==> config.mk <==
export PLATFORM = sky130hd
export DESIGN_NAME = hit_capture
export DESIGN_NICKNAME = d
export VERILOG_FILES = /design/src/rtl/hit_capture_pkg.sv /design/src/rtl/hit_capture_event_fifo.sv /design/src/rtl/hit_capture.sv
export SDC_FILE = /design/constraint.sdc
export NUM_CORES = 1
export LEC_CHECK = 0
export CAP_MARGIN = 20
export CORE_ASPECT_RATIO = 0.75
export CORE_UTILIZATION = 59
export DETAILED_ROUTE_END_ITERATION = 10
export MAX_ROUTING_LAYER = met4
export PLACE_DENSITY = 0.79
export SYNTH_ARGS = -nofsm -noshare
export SYNTH_HDL_FRONTEND = slang
export SYNTH_SLANG_ARGS = --single-unit
==> constraint.sdc <==
create_clock -name clk -period 6.1 [get_ports clk]
set_input_delay 0.915 -clock clk [delete_from_list [all_inputs] [get_ports clk]]
set_output_delay 0.915 -clock clk [all_outputs]
set_load 0.03 [all_outputs]
==> src/rtl/hit_capture_pkg.sv <==
// Shared defaults and event-word layout for hit_capture and its FIFO.
// Event word, LSB first: octave, note, length, clock, then kind (release builds only).
package hit_capture_pkg;

    localparam int HC_NOTE_KEYS   = 7;
    localparam int HC_LENGTH_KEYS = 7;
    localparam int HC_OCT_BITS    = 3;
    localparam int HC_OCT_MAX     = 6;
    localparam int HC_OCT_INIT    = 4;
    localparam int HC_CLK_BITS    = 32;
    localparam int HC_DEPTH       = 8;

    typedef enum logic {
        EV_PRESS   = 1'b0,
        EV_RELEASE = 1'b1
    } ev_kind_t;

    typedef enum int {
        FLD_OCT  = 0,
        FLD_NOTE = 1,
        FLD_LEN  = 2,
        FLD_CLK  = 3,
        FLD_KIND = 4
    } ev_field_e;

    function automatic int field_lo(input ev_field_e f, input int oct_w, input int note_w,
                                    input int len_w, input int clk_w);
        case (f)
            FLD_OCT:  return 0;
            FLD_NOTE: return oct_w;
            FLD_LEN:  return oct_w + note_w;
            FLD_CLK:  return oct_w + note_w + len_w;
            default:  return oct_w + note_w + len_w + clk_w;
        endcase
    endfunction

    // Index of the lowest set bit; 0 when nothing is set.
    function automatic int lowest_set(input logic [63:0] v);
        int idx;
        idx = 0;
        for (int i = 63; i >= 0; i--) begin
            if (v[i]) idx = i;
        end
        return idx;
    endfunction

endpackage

==> src/rtl/hit_capture_event_fifo.sv <==
// First-word-fall-through event queue with occupancy count.
// Latency: a push is visible on pop_dat/!empty right after its edge.
// Backpressure: push while full is accepted only alongside a pop; otherwise ignored.
module event_fifo #(
    parameter int WIDTH = 8,
    parameter int DEPTH = 8
) (
    input  logic                     clk,
    input  logic                     rst,
    input  logic                     push,
    input  logic [WIDTH-1:0]         push_dat,
    input  logic                     pop,
    output logic [WIDTH-1:0]         pop_dat,
    output logic                     full,
    output logic                     empty,
    output logic [$clog2(DEPTH):0]   count
);

    localparam int AW = $clog2(DEPTH);
    localparam int CW = AW + 1;

    logic [WIDTH-1:0] mem [DEPTH];
    logic [AW-1:0]    wr_ptr;
    logic [AW-1:0]    rd_ptr;
    logic             do_pop;
    logic             do_push;

    assign full    = (count == CW'(DEPTH));
    assign empty   = (count == '0);
    assign do_pop  = pop && !empty;
    assign do_push = push && (!full || do_pop);
    assign pop_dat = mem[rd_ptr];

    always_ff @(posedge clk) begin
        if (do_push) mem[wr_ptr] <= push_dat;
    end

    always_ff @(posedge clk or posedge rst) begin
        if (rst) begin
            wr_ptr <= '0;
            rd_ptr <= '0;
            count  <= '0;
        end else begin
            if (do_push) wr_ptr <= wr_ptr + AW'(1);
            if (do_pop)  rd_ptr <= rd_ptr + AW'(1);
            case ({do_push, do_pop})
                2'b10:   count <= count + CW'(1);
                2'b01:   count <= count - CW'(1);
                default: count <= count;
            endcase
        end
    end

endmodule

==> src/rtl/hit_capture.sv <==
// Timestamped key-hit capture into an event FIFO; HIT_RELEASE_EN adds release events.
// Latency: an edge seen at clock k shows on ev_valid right after k when the queue is empty.
// Backpressure: ev_valid/ev_ready; events arriving to a full queue without a pop are dropped, overflow sticks.
module hit_capture
    import hit_capture_pkg::*;
#(
    parameter int NOTE_KEYS   = HC_NOTE_KEYS,
    parameter int LENGTH_KEYS = HC_LENGTH_KEYS,
    parameter int OCT_BITS    = HC_OCT_BITS,
    parameter int OCT_MAX     = HC_OCT_MAX,
    parameter int OCT_INIT    = HC_OCT_INIT,
    parameter int CLK_BITS    = HC_CLK_BITS,
    parameter int DEPTH       = HC_DEPTH
) (
    input  logic                           clk,
    input  logic                           rst,
    input  logic                           en,
    input  logic                           oct_up,
    input  logic                           oct_down,
    input  logic [NOTE_KEYS-1:0]           note_key,
    input  logic [LENGTH_KEYS-1:0]         length_key,
    input  logic [CLK_BITS-1:0]            system_clock,
    output logic                           ev_valid,
    input  logic                           ev_ready,
    output logic [OCT_BITS-1:0]            ev_octave,
    output logic [$clog2(NOTE_KEYS)-1:0]   ev_note,
    output logic [$clog2(LENGTH_KEYS)-1:0] ev_length,
    output logic [CLK_BITS-1:0]            ev_clock,
    output logic                           ev_release,
    output logic [OCT_BITS-1:0]            octave,
    output logic [$clog2(DEPTH):0]         count,
    output logic                           overflow
);

    localparam int NOTE_W  = $clog2(NOTE_KEYS);
    localparam int LEN_W   = $clog2(LENGTH_KEYS);
    localparam int OCT_LO  = field_lo(FLD_OCT,  OCT_BITS, NOTE_W, LEN_W, CLK_BITS);
    localparam int NOTE_LO = field_lo(FLD_NOTE, OCT_BITS, NOTE_W, LEN_W, CLK_BITS);
    localparam int LEN_LO  = field_lo(FLD_LEN,  OCT_BITS, NOTE_W, LEN_W, CLK_BITS);
    localparam int CLK_LO  = field_lo(FLD_CLK,  OCT_BITS, NOTE_W, LEN_W, CLK_BITS);
`ifdef HIT_RELEASE_EN
    localparam int KIND_LO = field_lo(FLD_KIND, OCT_BITS, NOTE_W, LEN_W, CLK_BITS);
    localparam int KIND_W  = 1;
`else
    localparam int KIND_W  = 0;
`endif
    localparam int EV_W = field_lo(FLD_KIND, OCT_BITS, NOTE_W, LEN_W, CLK_BITS) + KIND_W;

    logic                   en_q;
    logic                   oct_up_q;
    logic                   oct_down_q;
    logic [NOTE_KEYS-1:0]   note_q;
    logic [LEN_W-1:0]       length_cur;
    logic [CLK_BITS-1:0]    base;

    logic                   en_rise;
    logic                   up_rise;
    logic                   dn_rise;
    logic [NOTE_KEYS-1:0]   note_rise;
    logic                   press;
    logic [CLK_BITS-1:0]    base_eff;
    logic                   push;
    logic [EV_W-1:0]        push_dat;
    logic                   pop;
    logic [EV_W-1:0]        head;
    logic                   full;
    logic                   empty;
    logic                   drop;
`ifdef HIT_RELEASE_EN
    logic [NOTE_KEYS-1:0]   note_fall;
`endif

    always_comb begin
        en_rise   = en & ~en_q;
        up_rise   = oct_up & ~oct_up_q;
        dn_rise   = oct_down & ~oct_down_q;
        note_rise = note_key & ~note_q;
        press     = en && (note_rise != '0);
        // An event on the enabling edge itself is measured against the base latched there.
        base_eff  = en_rise ? system_clock : base;
        push      = press;
        push_dat  = '0;
        push_dat[OCT_LO  +: OCT_BITS] = octave;
        push_dat[LEN_LO  +: LEN_W]    = length_cur;
        push_dat[CLK_LO  +: CLK_BITS] = system_clock - base_eff;
        push_dat[NOTE_LO +: NOTE_W]   = NOTE_W'(lowest_set(64'(note_rise)));
`ifdef HIT_RELEASE_EN
        note_fall = ~note_key & note_q;
        if (!press && en && (note_fall != '0)) begin
            push = 1'b1;
            push_dat[NOTE_LO +: NOTE_W] = NOTE_W'(lowest_set(64'(note_fall)));
            push_dat[KIND_LO]           = EV_RELEASE;
        end
`endif
    end

    assign pop  = ev_valid && ev_ready;
    assign drop = push && full && !pop;

    event_fifo #(
        .WIDTH (EV_W),
        .DEPTH (DEPTH)
    ) u_fifo (
        .clk      (clk),
        .rst      (rst),
        .push     (push),
        .push_dat (push_dat),
        .pop      (pop),
        .pop_dat  (head),
        .full     (full),
        .empty    (empty),
        .count    (count)
    );

    // Storage is unreset, so the payload is forced to zero whenever nothing is queued.
    assign ev_valid  = !empty;
    assign ev_octave = ev_valid ? head[OCT_LO  +: OCT_BITS] : '0;
    assign ev_note   = ev_valid ? head[NOTE_LO +: NOTE_W]   : '0;
    assign ev_length = ev_valid ? head[LEN_LO  +: LEN_W]    : '0;
    assign ev_clock  = ev_valid ? head[CLK_LO  +: CLK_BITS] : '0;
`ifdef HIT_RELEASE_EN
    assign ev_release = ev_valid && head[KIND_LO];
`else
    assign ev_release = 1'b0;
`endif

    always_ff @(posedge clk or posedge rst) begin
        if (rst) begin
            en_q       <= 1'b0;
            oct_up_q   <= 1'b0;
            oct_down_q <= 1'b0;
            note_q     <= '0;
            length_cur <= '0;
            octave     <= OCT_BITS'(OCT_INIT);
            base       <= '0;
            overflow   <= 1'b0;
        end else begin
            en_q       <= en;
            oct_up_q   <= oct_up;
            oct_down_q <= oct_down;
            note_q     <= note_key;
            if (length_key != '0) length_cur <= LEN_W'(lowest_set(64'(length_key)));
            if (up_rise && !dn_rise && octave != OCT_BITS'(OCT_MAX))
                octave <= octave + OCT_BITS'(1);
            else if (dn_rise && !up_rise && octave != '0)
                octave <= octave - OCT_BITS'(1);
            base     <= en ? base_eff : '0;
            overflow <= (en_rise ? 1'b0 : overflow) | drop;
        end
    end

endmodule

* After elaboration in Yosys (flattened, before gate mapping)
Memory sizes are Yosys's and may differ from the RTL's.
Cells that the tools add are included.
** Word-level totals
- Bits in registers :: 59
- Memory bits (writable) :: 328
- Input bits :: 52
- Output and inout port bits :: 51
- Word-level logic and storage cells :: 80
- Memories kept :: 1
** Operators by class
- Add/sub/neg operators :: 7
- Eq/ne operators :: 4
- Multiplexer cells :: 26
- Bitwise operators :: 9
- Reductions and logical operators :: 22
** Memory list
- u_fifo.mem :: words 8, width 41, read ports 1, clocked after Yosys merged registers in 0, wr ports 1, line hit_capture_event_fifo.sv:22 : logic [WIDTH-1:0] mem [DEPTH];
** Operators by type and width (count)
- $mux W32 :: 3
- $mux W3 :: 19
- $sub A32 B32 Y32 :: 1
- $reduce_bool A7 Y1 :: 2
- $logic_and A1 B1 Y1 :: 10
- $add A3 B1 Y3 const B :: 3
- $pmux W4 S2 :: 1
- $and A7 B7 Y7 :: 1
- $not A7 Y7 :: 1
- $logic_not A1 Y1 :: 5
- $add A4 B1 Y4 const B :: 1
- $eq A4 B4 Y1 const B :: 1
- $logic_not A4 Y1 :: 1
- $reduce_bool A2 Y1 :: 2
- $sub A4 B1 Y4 const B :: 1
- $and A1 B1 Y1 :: 3
- $mux W1 :: 3
- $ne A3 B3 Y1 const B :: 1
- $not A1 Y1 :: 3
- $reduce_bool A3 Y1 :: 1
- $sub A3 B1 Y3 const B :: 1
- $eq A2 B1 Y1 const B :: 1
- $eq A2 B2 Y1 const B :: 1
- $logic_or A1 B1 Y1 :: 1
- $or A1 B1 Y1 :: 1

* Logic depth before layout (Yosys ltp)
- Depth after elaboration :: 9
- Depth in mapped cells :: 15
- Mapped depth without buffers :: 13

* Modules after synthesis
From an unflattened synthesis, not the netlist that was laid out.
** Second synthesis, totals
- Cells, all modules :: 1068
- Area total of the unflattened synthesis :: 17428.0 um2
** By module, submodules not included
- event_fifo :: instances 1, cells an instance 546, area an instance 12986.2 um2, seq. area each 10099.7 um2
- hit_capture :: instances 1, cells an instance 522, area an instance 4441.8 um2, seq. area each 1227.4 um2

* Least setup slack after synthesis
No wires, ideal clock.
- Kind :: input port to flip-flop
- Start point :: input port note_key[6]
- End point :: memory u_fifo.mem[0][0] (netlist name) (enable)
- Library setup time :: 490 ps
- Data arrival time :: 4505 ps
- Data required time :: 5610 ps
- Setup slack :: 1105 ps
- Cell stages on the path :: 6
- Buffers on the path :: 1
- Path through :: nor2b_1 > o31ai_1 > nor2b_1 > clkbuf_1 > nand2b_1 > nor3_1
** On the way
- Cells in the longest elaborated chain, start to end :: 6
** RTL lines
- from (decl) :: line hit_capture.sv:20 : input logic [NOTE_KEYS-1:0] note_key,
- $and A7 B7 Y7 :: line hit_capture.sv:77 : note_rise = note_key & ~note_q;
- $reduce_bool A7 Y1 :: line hit_capture.sv:78 : press = en && (note_rise != '0);
- $logic_and A1 B1 Y1 :: line hit_capture.sv:78
- $logic_and A1 B1 Y1 :: line hit_capture_event_fifo.sv:31 : assign do_push = push && (!full || do_pop);
- $mux W1 :: line hit_capture_event_fifo.sv:35 : if (do_push) mem[wr_ptr] <= push_dat;
- $mux W1 (implied by the code) :: line hit_capture_event_fifo.sv:35
- to (decl) :: line hit_capture_event_fifo.sv:22
Every way passes these cells.

* Final worst setup path
- Start point :: register u_fifo.rd_ptr[0]
- End point :: output port ev_clock[20]
** On the way
- Cells in the longest elaborated chain, start to end :: 2
** RTL lines
- from (decl) :: line hit_capture_event_fifo.sv:24 : logic [AW-1:0] rd_ptr;
- from (signal assigned) :: line hit_capture_event_fifo.sv:45 : if (do_pop) rd_ptr <= rd_ptr + AW'(1);
- $mem_v2 Z8 W41
- $mux W32 :: line hit_capture.sv:120 : assign ev_clock = ev_valid ? head[CLK_LO +: CLK_BITS] : '0;
- to (decl) :: line hit_capture.sv:28 : output logic [CLK_BITS-1:0] ev_clock,
Every way passes these cells.

==> flow_results.org <==
** Outcome
- Run status :: finished, final reports clean

** Layout
- Area added between synthesis and finish :: 15.68%
- Diode count :: 0
- For this run, the number of standard cells in the final layout without fillers is about 1500.
- The post-route netlist has between 10% and 20% of its cells at a drive strength greater than 1.
- Top library cells by usage in the layout, fill and taps aside :: edfxtp_1, clkdlybuf4s50_1, mux4_2
- Leaving out fill and tap cells, the most frequent cell in the layout is edfxtp_1.
- The net count of the finished layout is between 1000 and 1500.
- Util after Layout :: between 60 and 70%

** Floorplanning
- Height of the die :: 148.4 µm
- For this design the top-level I/O count stands at approximately 100.
- The initial utilization of the core area, before any placement, comes to around 60%.
- Number of core rows :: between 50 and 60
- Die Outline Area :: ~29000 µm²
- The region available for standard cell placement spans 28050 µm².
- Die width :: around 200 µm

** Global route
- The first global-routing pass estimated 56700 µm of wire.
- The number of global-route vias before repair came to around 9600.
- Antenna violations before repair :: 0
- Entering global routing, the biggest net connects 67 pins.
- Global routing used between 20% and 30% of the available tracks across all layers.
- For this run the aggregate overflow at the end of global routing stands at 0.

** Setup path
- In this run the critical register-to-register path is captured at u_fifo.mem[6][37].
- In this run the critical register-to-register path is launched from en_q.
- Setup slack on the worst reg-to-reg path comes out at ~2.2 ns.
- Counting cells, the worst reg-to-reg path comes to 12.
- The worst setup path is launched from a flip-flop.
- Maximum fanout count along the critical path :: 47
- Worst path arrival time :: 3.58 ns
- At the worst endpoint, the required time is 5.18 ns.
- In this run the worst setup path terminates at ev_clock[20].
- Critical path start-end classification :: flip-flop to output pin
- The most critical setup path has its startpoint at u_fifo.rd_ptr[0].
- The worst setup path is captured at an output pin.

** Detailed routing
- Dividing the detail-routed via count by the number of cells gives roughly 6.
- Final antenna-violating net count :: 0
- Drt wl/cell :: ~24 µm
- Vias :: between 9000 and 10000
- Number of design rule violations left after detail routing :: 0
- The first TritonRoute pass finished after 5 iterations.
- First-iteration detailed-routing DRC count :: just over 800
- After detailed routing, the total wire length is approximately 37000 µm.

** Clocking
- Quantity of gates resized following cts :: 0
- H-tree depth :: 2
- The number of clock buffers added by TritonCTS is 37.
- Clock-pin slew was measured on the worst setup and hold paths at 0.06 ns.
- The clock drives about 390 sinks.
- Maximum buffer depth of the clock tree :: 3
- Clk Latency, worst-skew pair :: between 0.5 and 0.6 ns
- Root buf cell :: clkbuf_16
- CTS tree :: built
- Post-CTS setup-driven buffer insertion count :: 0
- Hold-fix buffers, CTS :: 0

** Pwr
- The analysis attributes to net switching a power of 3.238 mW.
- Worst VDD drop :: between 0.0003 and 0.0004 V
- Per report_power, the sequential group accounts for 41.0% of the total.
- Combinational logic is responsible for 35.6% of the overall power.
- The internal portion of the total power is slightly above 6 mW.
- Per report_power, the clock group accounts for a little under a quarter of the total.
- Power density normalized to cell area :: around 480 nW/µm²
- Proportion of total power due to net switching :: a little over a third
- Summed over all cells, the static leakage comes to 6.957 nW.

** Logic synthesis
- Top cells by area, synth :: edfxtp_1, mux4_2, dfrtp_1
- Asr flop ratio synth :: ~15%
- After synthesis, the largest area contributor takes up between 50% and 60% of total cell area.
- The synthesized design contains between 300 and 400 enable-type register cells.
- Synthesized netlist cell count :: 1014
- Average size of a mapped cell :: approximately 17 µm²
- Netlist cell types :: 67
- In this run, synthesis produced a sequential element count of 387.
- Summing the sequential cell areas from Yosys gives approximately two thirds of the chip area.
- Summed over all instances, the cell type with the most area after synthesis is edfxtp_1.
- The number of nets handed over by synthesis was between 1000 and 1500.
- The synthesized netlist occupies a cell area of roughly 17000 µm².
- The most used flip-flop cell after synthesis is edfxtp_1.
- Number of warnings reported in the yosys synthesis log :: 0

** STA
- The worst pin sits at a relative slew slack of between 20% and 30%.
- The number of pins with negative max-slew slack in the final report is 0.
- The smallest clock period supported by the final layout is computed as 4.497 ns.
- Worst Max-Slew Pin Slew :: 1.082 ns
- Adding up every negative setup slack in the final design gives 0 ns.
- Number of hold violations in the final report :: 0
- Ratio of final minimum period to clock period :: approximately three quarters
- The worst path meets setup with 1.603 ns of slack.
- For the final database, setup skew stands at roughly 0.021 ns.
- RSZ-0062 raised after global routing :: no
- On the final layout, the worst hold slack is between 0.4 and 0.5 ns.
- Setup violations remaining at the end of the flow were counted as 0.
- Based on the critical path, the design can be clocked at up to about 220 MHz.

** Placed design
- DP Cell Count :: around 1500
- After legalization and detailed placement, the total HPWL measured approximately 22000 µm.
- The count of buffers added on input and output ports is between 100 and 150.
- Setup slack after placement :: approximately 1.2 ns
- Placer's final routability congestion estimate :: 0.9349

** Run
- The tool flagged a number of max-cap violations equal to 0.

** Hold path
- The min-delay analysis places its worst path in the category flip-flop to flip-flop.
[worst min path at each step]
stage	depth (start not counted)	start	slack, ns	end
after floorplan	1	u_fifo.wr_ptr[2]	0.46	u_fifo.wr_ptr[2]
after global placement	1	u_fifo.wr_ptr[2]	0.48	u_fifo.wr_ptr[2]
after detailed placement	2	overflow	0.49	overflow
after CTS	1	u_fifo.wr_ptr[2]	0.50	u_fifo.wr_ptr[2]
after global routing	1	u_fifo.wr_ptr[2]	0.52	u_fifo.wr_ptr[2]
final	2	overflow	0.49	overflow
[final cells by class]
| class | count | area [µm²] |
|---|---|---|
| sequential | 387 | 11340 |
| fill | 1826 | 8554 |
| multi-input combinational | 566 | 5324 |
| timing repair buffer | 121 | 1161 |
| clock buffer | 48 | 987.2 |
| tap | 385 | 481.7 |
| clock inverter | 20 | 150.1 |
| inverter | 15 | 56.30 |
[flip-flops by register name, summed over array words and instances (netlist names)]
name,cells
base,32
en_q,1
length_cur,3
note_q,7
oct_down_q,1
oct_up_q,1
octave,3
overflow,1
u_fifo.count,4
u_fifo.mem,328
u_fifo.rd_ptr,3
u_fifo.wr_ptr,3
[kinds of logic (layout without fill, tap and decap cells)]
kind of cell | after synthesis | count (layout) | share of synthesized area, %
buffers and inverters | 61 | 204 | 1.596
AOI/OAI and AO/OA | 115 | 115 | 4.573
muxes | 158 | 158 | 15.49
adders and majority gates | 38 | 38 | 2.955
other | 1 | 1 | 0.02225
and+or+nand+nor | 219 | 219 | 6.340
DFF | 387 | 387 | 67.21
xor gates and xnor gates | 35 | 35 | 1.819
[layer usage]
metal  global-route usage [%]  up-vias  wire, µm
li1                         -     4177         -
met1                    37.88     4844     15300
met2                    42.56      425     17810
met3                    3.946       70      2809
met4                    7.016        0       846
met5                        -        -         0
[power groups by stage]
stage | Combinational, mW | Clock [mW] | Sequential [mW]
5_1_grt | 3.53 | 2.31 | 3.88
4_1_cts | 3.35 | 2.21 | 3.84
6_report | 3.32 | 2.18 | 3.83
3_3_place_gp | 3.27 | 0 | 3.85
2_1_floorplan | 2.34 | 0 | 3.61
3_5_place_dp | 3.32 | 0 | 3.88
[critical path, cell delays in order, from the launching register on]
cell and delay [ns]:
dfrtp_4 1.02, buf_4 0.43, mux4_2 0.59, mux2i_1 0.20
nor2_1 0.10, clkdlybuf4s50_1 0.63
[Yosys cell counts (3+ instances only)]
cell type,n
nand2b_1,16
buf_1,8
o21ai_1,7
nand4_1,7
buf_4,5
edfxtp_1,328
nor3_1,13
ha_1,35
buf_2,10
o21ai_0,13
nand3b_1,3
mux4_2,82
xor2_1,15
clkbuf_1,21
a31oi_1,7
nand3_1,7
fa_1,3
nor2_1,78
o31ai_1,3
inv_1,13
o21bai_1,4
mux2i_1,74
a21o_1,12
xnor2_1,20
and3_1,6
nand2_1,38
nor2b_1,37
a21oi_2,4
dfrtp_1,58
a21oi_1,39
and2_1,6
[metrics by stage]
stage               cell area (µm²)  power, mW
floorplan                     16850      5.956
global placement              18360      7.115
detailed placement            18360      7.198
CTS                           19500      9.401
global route                  19500      9.730
finish                        19500      9.331
No activity file was read; power rests on OpenSTA's default activity.
